<file path="src/rtl/seg_pkg.sv">
// Shared definitions for the multiplexed seven-segment display controller:
// FSM state encoding, blank/space constants and the ASCII-to-glyph decoder.
package seg_pkg;

  typedef enum logic [1:0] {
    StInit  = 2'd0,
    StRun   = 2'd1,
    StClear = 2'd2
  } seg_state_e;

  // All segments off (segments are active-low).
  localparam logic [6:0] BlankGlyph = 7'h7F;
  // ASCII space, written into every slot by INIT and CLEAR.
  localparam logic [7:0] SpaceCode  = 8'h20;

  // Maps '0'-'9', 'A'-'F', 'a'-'f' to active-low {g..a} hex glyphs; anything else is blank.
  function automatic logic [6:0] ascii_to_glyph(input logic [7:0] code);
    logic [3:0] hex;
    logic       ok;
    logic [6:0] glyph;
    ok  = 1'b1;
    hex = code[3:0];
    if (code >= 8'h30 && code <= 8'h39) begin
      hex = code[3:0];
    end else if ((code >= 8'h41 && code <= 8'h46) || (code >= 8'h61 && code <= 8'h66)) begin
      // Low nibble of 'A'/'a' is 1, so adding 9 yields 10..15.
      hex = code[3:0] + 4'd9;
    end else begin
      ok = 1'b0;
    end
    case (hex)
      4'h0:    glyph = 7'b1000000;
      4'h1:    glyph = 7'b1111001;
      4'h2:    glyph = 7'b0100100;
      4'h3:    glyph = 7'b0110000;
      4'h4:    glyph = 7'b0011001;
      4'h5:    glyph = 7'b0010010;
      4'h6:    glyph = 7'b0000010;
      4'h7:    glyph = 7'b1111000;
      4'h8:    glyph = 7'b0000000;
      4'h9:    glyph = 7'b0010000;
      4'hA:    glyph = 7'b0001000;
      4'hB:    glyph = 7'b0000011;
      4'hC:    glyph = 7'b1000110;
      4'hD:    glyph = 7'b0100001;
      4'hE:    glyph = 7'b0000110;
      default: glyph = 7'b0001110;
    endcase
    return ok ? glyph : BlankGlyph;
  endfunction

endpackage

</file>
<file path="src/rtl/seg_scan_timer.sv">
// Digit scan timer: counts clk cycles within a digit slot and advances the
// digit index on every slot wrap. Also exposes next-cycle values so the
// registered digit enables can line up exactly with the slot counter.
module seg_scan_timer
  import seg_pkg::*;
#(
  parameter int unsigned NUM_DIGITS = 4,
  parameter int unsigned SCAN_DIV   = 50000
) (
  input  logic                          clk,
  input  logic                          rst_n,
  output logic                          slot_start,
  output logic [$clog2(NUM_DIGITS)-1:0] digit_idx,
  output logic                          next_slot_start,
  output logic [$clog2(NUM_DIGITS)-1:0] next_digit_idx
);

  localparam int unsigned CntW = $clog2(SCAN_DIV);
  localparam int unsigned IdxW = $clog2(NUM_DIGITS);

  logic [CntW-1:0] cnt_q, cnt_d;
  logic [IdxW-1:0] idx_q, idx_d;

  // Next count/index: wrap the count at SCAN_DIV-1 and step the index modulo NUM_DIGITS.
  always_comb begin
    cnt_d = cnt_q + 1'b1;
    idx_d = idx_q;
    if (cnt_q == CntW'(SCAN_DIV - 1)) begin
      cnt_d = '0;
      idx_d = (idx_q == IdxW'(NUM_DIGITS - 1)) ? '0 : idx_q + 1'b1;
    end
  end

  // Counter state with synchronous active-low reset.
  always_ff @(posedge clk) begin
    if (!rst_n) begin
      cnt_q <= '0;
      idx_q <= '0;
    end else begin
      cnt_q <= cnt_d;
      idx_q <= idx_d;
    end
  end

  assign slot_start      = (cnt_q == '0);
  assign digit_idx       = idx_q;
  assign next_slot_start = (cnt_d == '0);
  assign next_digit_idx  = idx_d;

endmodule

</file>
<file path="src/rtl/seg_display_ctrl.sv">
// Multiplexed seven-segment display controller. Characters shift in at slot 0
// (rightmost digit); INIT and CLEAR blank the buffer one slot per cycle.
// Optional feature: define SEG_BLINK_EN to add the blink input and a
// BLINK_DIV half-period phase counter that blanks the whole display.
module seg_display_ctrl
  import seg_pkg::*;
#(
  parameter int unsigned NUM_DIGITS = 4,
  parameter int unsigned SCAN_DIV   = 50000,
  parameter int unsigned BLINK_DIV  = 25000000
) (
  input  logic                  clk,
  input  logic                  rst_n,
  input  logic                  char_valid,
  input  logic [7:0]            char_data,
  output logic                  char_ready,
  input  logic                  clear,
  output logic [6:0]            seg,
  output logic [NUM_DIGITS-1:0] an
`ifdef SEG_BLINK_EN
  ,
  input  logic                  blink
`endif
);

  localparam int unsigned IdxW = $clog2(NUM_DIGITS);

  seg_state_e      state_q, state_d;
  logic [IdxW-1:0] fill_q, fill_d;
  logic [7:0]      char_buf_q [NUM_DIGITS];
  logic [7:0]      char_buf_d [NUM_DIGITS];

  logic            slot_start;
  logic [IdxW-1:0] digit_idx;
  logic            next_slot_start;
  logic [IdxW-1:0] next_digit_idx;

  logic [6:0]            seg_q, seg_d;
  logic [NUM_DIGITS-1:0] an_q, an_d;

  seg_scan_timer #(
    .NUM_DIGITS (NUM_DIGITS),
    .SCAN_DIV   (SCAN_DIV)
  ) u_scan_timer (
    .clk             (clk),
    .rst_n           (rst_n),
    .slot_start      (slot_start),
    .digit_idx       (digit_idx),
    .next_slot_start (next_slot_start),
    .next_digit_idx  (next_digit_idx)
  );

`ifdef SEG_BLINK_EN
  localparam int unsigned BlinkW = (BLINK_DIV > 1) ? $clog2(BLINK_DIV) : 1;

  logic [BlinkW-1:0] blink_cnt_q, blink_cnt_d;
  logic              blink_phase_q, blink_phase_d;

  // Blink phase toggles every BLINK_DIV cycles.
  always_comb begin
    blink_cnt_d   = blink_cnt_q + 1'b1;
    blink_phase_d = blink_phase_q;
    if (blink_cnt_q == BlinkW'(BLINK_DIV - 1)) begin
      blink_cnt_d   = '0;
      blink_phase_d = ~blink_phase_q;
    end
  end

  // Blink counter state.
  always_ff @(posedge clk) begin
    if (!rst_n) begin
      blink_cnt_q   <= '0;
      blink_phase_q <= 1'b0;
    end else begin
      blink_cnt_q   <= blink_cnt_d;
      blink_phase_q <= blink_phase_d;
    end
  end
`endif

  // FSM state register.
  always_ff @(posedge clk) begin
    if (!rst_n) begin
      state_q <= StInit;
      fill_q  <= '0;
    end else begin
      state_q <= state_d;
      fill_q  <= fill_d;
    end
  end

  // FSM next state: INIT/CLEAR walk the fill index once, RUN waits for clear.
  always_comb begin
    state_d = state_q;
    fill_d  = fill_q;
    unique case (state_q)
      StInit, StClear: begin
        fill_d = fill_q + 1'b1;
        if (fill_q == IdxW'(NUM_DIGITS - 1)) begin
          state_d = StRun;
          fill_d  = '0;
        end
      end
      StRun: begin
        if (clear) begin
          state_d = StClear;
          fill_d  = '0;
        end
      end
      default: begin
        state_d = StInit;
        fill_d  = '0;
      end
    endcase
  end

  // FSM outputs: accept characters only in RUN and never alongside clear.
  always_comb begin
    char_ready = (state_q == StRun) && !clear;
  end

  // Buffer next state: blank one slot per cycle outside RUN, shift left on accept.
  always_comb begin
    for (int k = 0; k < NUM_DIGITS; k++) begin
      char_buf_d[k] = char_buf_q[k];
    end
    if (state_q != StRun) begin
      char_buf_d[fill_q] = SpaceCode;
    end else if (char_valid && char_ready) begin
      char_buf_d[0] = char_data;
      for (int k = 1; k < NUM_DIGITS; k++) begin
        char_buf_d[k] = char_buf_q[k-1];
      end
    end
  end

  // Character buffer storage.
  always_ff @(posedge clk) begin
    if (!rst_n) begin
      for (int k = 0; k < NUM_DIGITS; k++) begin
        char_buf_q[k] <= SpaceCode;
      end
    end else begin
      char_buf_q <= char_buf_d;
    end
  end

  // Display drive: enables follow next-cycle scan state so count 0 is always dark.
  always_comb begin
    seg_d = ascii_to_glyph(char_buf_q[digit_idx]);
    an_d  = '1;
    if (!next_slot_start) begin
      an_d[next_digit_idx] = 1'b0;
    end
`ifdef SEG_BLINK_EN
    if (blink && blink_phase_d) begin
      an_d = '1;
    end
`endif
  end

  // Registered segment and digit-enable outputs.
  always_ff @(posedge clk) begin
    if (!rst_n) begin
      seg_q <= BlankGlyph;
      an_q  <= '1;
    end else begin
      seg_q <= seg_d;
      an_q  <= an_d;
    end
  end

  assign seg = seg_q;
  assign an  = an_q;

endmodule
</file>
<file path="config.mk">
export PLATFORM = sky130hd
export DESIGN_NAME = seg_display_ctrl
export DESIGN_NICKNAME = d
export VERILOG_FILES = /design/src/rtl/seg_pkg.sv /design/src/rtl/seg_scan_timer.sv /design/src/rtl/seg_display_ctrl.sv
export SDC_FILE = /design/constraint.sdc
export NUM_CORES = 1
export LEC_CHECK = 0
export BUFFER_PORTS_ARGS = -buffer_cell sky130_fd_sc_hd__clkbuf_2
export CORE_ASPECT_RATIO = 1.75
export CORE_UTILIZATION = 45
export DETAILED_ROUTE_END_ITERATION = 6
export PLACE_DENSITY = 0.72
export SYNTH_ARGS = -nofsm -noshare
export SYNTH_HDL_FRONTEND = slang
export SYNTH_HIERARCHICAL = 1
export SYNTH_SLANG_ARGS = --single-unit
export TNS_END_PERCENT = 5
</file>
<file path="constraint.sdc">
create_clock -name clk -period 6.2 [get_ports clk]
set_clock_uncertainty 0.15 [all_clocks]
set_input_delay 0.93 -clock clk [delete_from_list [all_inputs] [get_ports clk]]
set_output_delay 0.93 -clock clk [all_outputs]
set_load 0.05 [all_outputs]
</file>
# After elaboration in Yosys (flattened, before gate mapping)

Memories as Yosys holds them, arrays and structs flattened. A register that Yosys moved wholly into a read port is not among the register bits.
Index checks and enable logic that the tools add are counted.

Word-level logic and storage cells: 79
Flip-flop bits (word level): 58
Memories: 1
Input port bits: 12
ROM bits: 112

Magnitude comparators: 11
Reduce and logical (&&, ||, !) cells: 17
Add/sub/neg operators: 4
Bitwise operators: 7
Equality and inequality tests: 8
Mux-type cells: 22

Memory list:

| name             | words | bits a word | rd ports | clocked after memory_dff | wr ports | RTL line      | source |
|---|---|---|---|---|---|---|---|
| (name not given) | 16    | 7           | 1        | 1                        | 0        | seg_pkg.sv:31 | `case (hex)` |

Operator list:

| operator              | count |
|---|---|
| $mux 32               | 2 |
| $and 28x28->28        | 1 |
| $not 28->28           | 1 |
| $mux 8                | 3 |
| $add 16x1->16 const B | 1 |
| $bmux 8 s2            | 1 |
| $demux 8 s2           | 1 |
| $eq 16x16->1 const B  | 1 |
| $ge 8x7->1 const B    | 2 |
| $le 8x7->1 const B    | 2 |
| $logic_not 16->1      | 1 |
| $mux 16               | 1 |
| $mux 2                | 6 |
| $ge 8x6->1 const B    | 1 |
| $le 8x6->1 const B    | 1 |
| $mux 4                | 2 |
| $pmux 2 s2            | 2 |
| $logic_and 1x1->1     | 7 |
| $eq 2x2->1 const B    | 3 |
| $ge 3x3->1 const B    | 2 |
| $not 2->3             | 2 |
| $add 2x1->2 const B   | 2 |
| $add 4x4->4 const B   | 1 |
| $ne 2x2->1 const B    | 2 |
| other kinds (16)      | 21 |

# Depth between registers and ports, before layout

Depth after elaboration: 11
Mapped depth: 15

# Modules after synthesis

Netlist, hierarchy kept.

Modules (own cells, without submodules):

| module           | times used | cells an instance | area an instance (µm²) | sequential area each (µm²) |
|---|---|---|---|---|
| seg_display_ctrl | 1          | 230               | 2,372.3                | 940.9 |
| seg_scan_timer   | 1          | 113               | 1,008.5                | 360.3 |

# Worst setup path after synthesis

OpenSTA, ideal clock, no wires.

Path type: reg-to-reg
Start: register u_scan_timer.idx_q[1] (netlist: u_scan_timer/digit_idx[1])
End: register seg_q[3] (netlist: seg[3])
Required time: 5.921 ns
Stages on the path, launching flop included: 13
Slack: 2.920 ns
Arrival time: 3.002 ns
Setup time: 0.129 ns
Buffers on the path: 1
Path through: dfxtp_1 buf_6 mux4_1 inv_1 ha_1 inv_1 or3_4 and2_4 a21oi_1 inv_1 ha_1 o221ai_1 o211ai_2

Word-level cells in the longest chain between the ends: 11
Elaborated cells between the ends (all ways): 21
Classes of those cells: 1 x add/sub; 6 x order compare; 7 x mux; 1 x bitwise; 6 x reduce/logical

RTL lines:

| item                                            | RTL line                | source |
|---|---|---|
| start: declaration                              | seg_scan_timer.sv:22    | `logic [IdxW-1:0] idx_q, idx_d;` |
| start signal: assignment                        | seg_scan_timer.sv:41    | `idx_q <= idx_d;` |
| $not 2->3 (not written as such) (*)             | seg_display_ctrl.sv:150 | `seg_d = ascii_to_glyph(char_buf_q[digit_idx]);` |
| $bmux 8 s2 (*)                                  | seg_display_ctrl.sv:150 |  |
| $mux 8 (not written as such) (*) (2 in series)  | seg_display_ctrl.sv:150 |  |
| $ge 8x7->1 / $le 8x7->1 (equally long branches) | seg_pkg.sv:25           | `end else if ((code >= 8'h41 && code <= 8'h46) \|\| (code >= 8'h61 && code <= 8'h66)) begin` |
| $logic_and 1x1->1                               | seg_pkg.sv:25           |  |
| $logic_or 1x1->1                                | seg_pkg.sv:25           |  |
| $mux 1                                          | seg_pkg.sv:25           |  |
| $mux 1                                          | seg_pkg.sv:23           | `if (code >= 8'h30 && code <= 8'h39) begin` |
| $reduce_and 2->1 (no source line)               | --                      |  |
| $logic_not 1->1 (no source line)                | --                      |  |
| end: declaration                                | seg_display_ctrl.sv:38  | `logic [6:0] seg_q, seg_d;` |

Mark *: on every way between the ends. The rest lies on a longest branch, timed or not. The select of a mux whose other input is x is not followed.
A chain may end at the register's enable or synchronous reset.

# Worst setup path in the final report

Ends and elaborated chain as after synthesis.

==> key figures <==
Run status
  • Status: complete, no violations

Setup path
  • Setup crit end kind: flop
  • Crit start category: flop
  • CP Data Arrival Time: 3.86 ns
  • RR Startpoint: u_scan_timer/digit_idx[1]
  • CP startpoint: u_scan_timer/digit_idx[1]
  • R2R cell count: 11
  • Worst R2R End: seg[3]
  • Setup crit end: seg[3]
  • Worst Path Max Fanout: 10
  • Type of the worst setup path: reg2reg
  • Flop2flop setup slack: 2.39 ns
  • WP data required: 6.25 ns

Timing
  • Achievable Freq: 262 MHz
  • RSZ-0062 raised after global routing: no
  • Max-slew headroom: 48.4%
  • Worst Max-Slew Pin Slew: 0.775 ns
  • Final Hold Fails: 0
  • Final min period: 3.81 ns
  • Final setup viols: 0
  • Final WS setup: 2.39 ns
  • Setup TNS: 0 ns
  • Hold slack: 0.344 ns
  • Max Slew Vio Count: 0
  • Fin crit share: 61.5%

Floorplan
  • DIE WIDTH: 67.3 um
  • Initial Util: 46.4%
  • IO Pins: 24
  • Core Area: 7230 um2
  • Die Y: 116 um
  • Row count: 41
  • Die Footprint: 7820 um2

Power and ir drop
  • PwrDens: 267 nW/um2
  • Worst VDD drop: 0.222 mV
  • Total power: 1.02 mW
  • LEAKAGE: 1.40 nW

Clock tree
  • CTS max path bufs: 2
  • Clock latency on the worst-skew pair: 0.33 ns
  • Postcts setup bufs: 0
  • Sink Count: 65
  • Root Buffer: clkbuf_16
  • CTS tree: yes
  • Post_cts resized: 0
  • Htree depth: 3
  • # hold bufs at CTS: 0
  • Clock Pin Slew Worst Setup and Hold Paths: 0.05 ns
  • CTS Buf Count: 9

Place
  • Routability cong.: 0.818
  • IO Port Bufs: 23
  • DP HPWL: 4540 um
  • Placed cells: 435
  • Dpl ws: 2.40 ns

Yosys
  • Post-Syn Area: 3360 um2
  • Synth Warn #: 6
  • Syn_nets: 369
  • Syn Inst Count: 340
  • Average size of a mapped cell: 9.87 um2

Cells and area
  • Fin nets: 389
  • Final non-filler cell total: 450
  • Most frequent cells in the layout: dfxtp_1 (65), nor2b_1 (40), a22oi_1 (28), nor2_1 (24), clkbuf_2 (23)
  • Area delta synth->final: 13.6%
  • ANT cells: 0
  • Most common cell after layout, fill and taps aside: dfxtp_1
  • Fraction of layout cells with a size suffix above 1: 17.3%

Routing
  • Via count: 2,515
  • Avg WL per Cell: 14.6 um
  • Routed WL: 6580 um
  • Antenna-violating nets left: 0
  • DR pass1 iterations: 4
  • DR iter-0 viols: 169
  • Via density: 5.59
  • Drt drc: 0

Global routing
  • Vias in the first global route: 2,453
  • Initial antenna violation count: 0
  • First-pass GRT wire length: 11,300 um
  • Global route overflow: 0
  • Pin count of the biggest net entering global routing: 51
  • GRT Overall Usage: 19.6%

Flow run
  • Max_cap viols: 0

Hold path
  • Hold crit path type: reg2reg
[through the flow]
step                utilization, %  instance area [um2]
CTS                           52.7                 3810
floorplan                        -                 3360
global placement              48.3                 3500
finish                        52.7                 3810
detailed placement            48.3                 3500
global route                  52.7                 3810
[registers in the layout, summed over array words and instances, names as in the netlist]
| signal | count |
|---|---|
| seg | 7 |
| char_buf_q | 32 |
| u_scan_timer/digit_idx | 2 |
| an | 4 |
| u_scan_timer/cnt_q | 16 |
| fill_q | 2 |
| state_q | 2 |
[worst max-delay path, stage by stage, from the launching register on]
cell and delay (ns):
dfxtp_1 0.59, mux4_1 0.72, inv_1 0.13, ha_1 0.18, inv_1 0.07, or3_4 0.40
and2_4 0.16, a21oi_1 0.38, inv_1 0.19, ha_1 0.34, o221ai_1 0.26, o211ai_2 0.12
[power by group]
group	switching [mW]	internal (mW)
sequential	0.00599	0.424
clock	0.171	0.351
combinational	0.0405	0.0243
[layout make-up]
class	instances	area, um2
Clock inverter	2	35.0
Clock buffer	13	280
Inverter	17	63.8
Fill cell	638	3420
Sequential cell	65	1300
Tap cell	86	108
Timing Repair Buffer	25	130
Multi-Input combinational cell	242	1890
[worst min-delay path by stage]
stage          cells after the start             startpoint               endpoint  slack, ns
6_report                           1  u_scan_timer/cnt_q[0]  u_scan_timer/cnt_q[0]       0.34
5_1_grt                            2          char_buf_q[6]          char_buf_q[6]       0.40
4_1_cts                            1  u_scan_timer/cnt_q[0]  u_scan_timer/cnt_q[0]       0.34
3_5_place_dp                       1  u_scan_timer/cnt_q[0]  u_scan_timer/cnt_q[0]       0.33
3_3_place_gp                       1  u_scan_timer/cnt_q[0]  u_scan_timer/cnt_q[0]       0.33
2_1_floorplan                      1  u_scan_timer/cnt_q[0]  u_scan_timer/cnt_q[0]       0.30
[routing by layer]
| layer | GRT usage, % | wire (um) | up-vias | part of all wire, % |
|---|---|---|---|---|
| li1 | - | - | 1256 | - |
| met4 | 14.2 | 273 | 0 | 4.2 |
| met5 | 0 | 0 | - | 0 |
| met1 | 21.1 | 2650 | 1194 | 40 |
| met2 | 32.9 | 3460 | 46 | 53 |
| met3 | 4.30 | 192 | 19 | 2.9 |
Note: power is estimated with default switching activity, not from simulation.
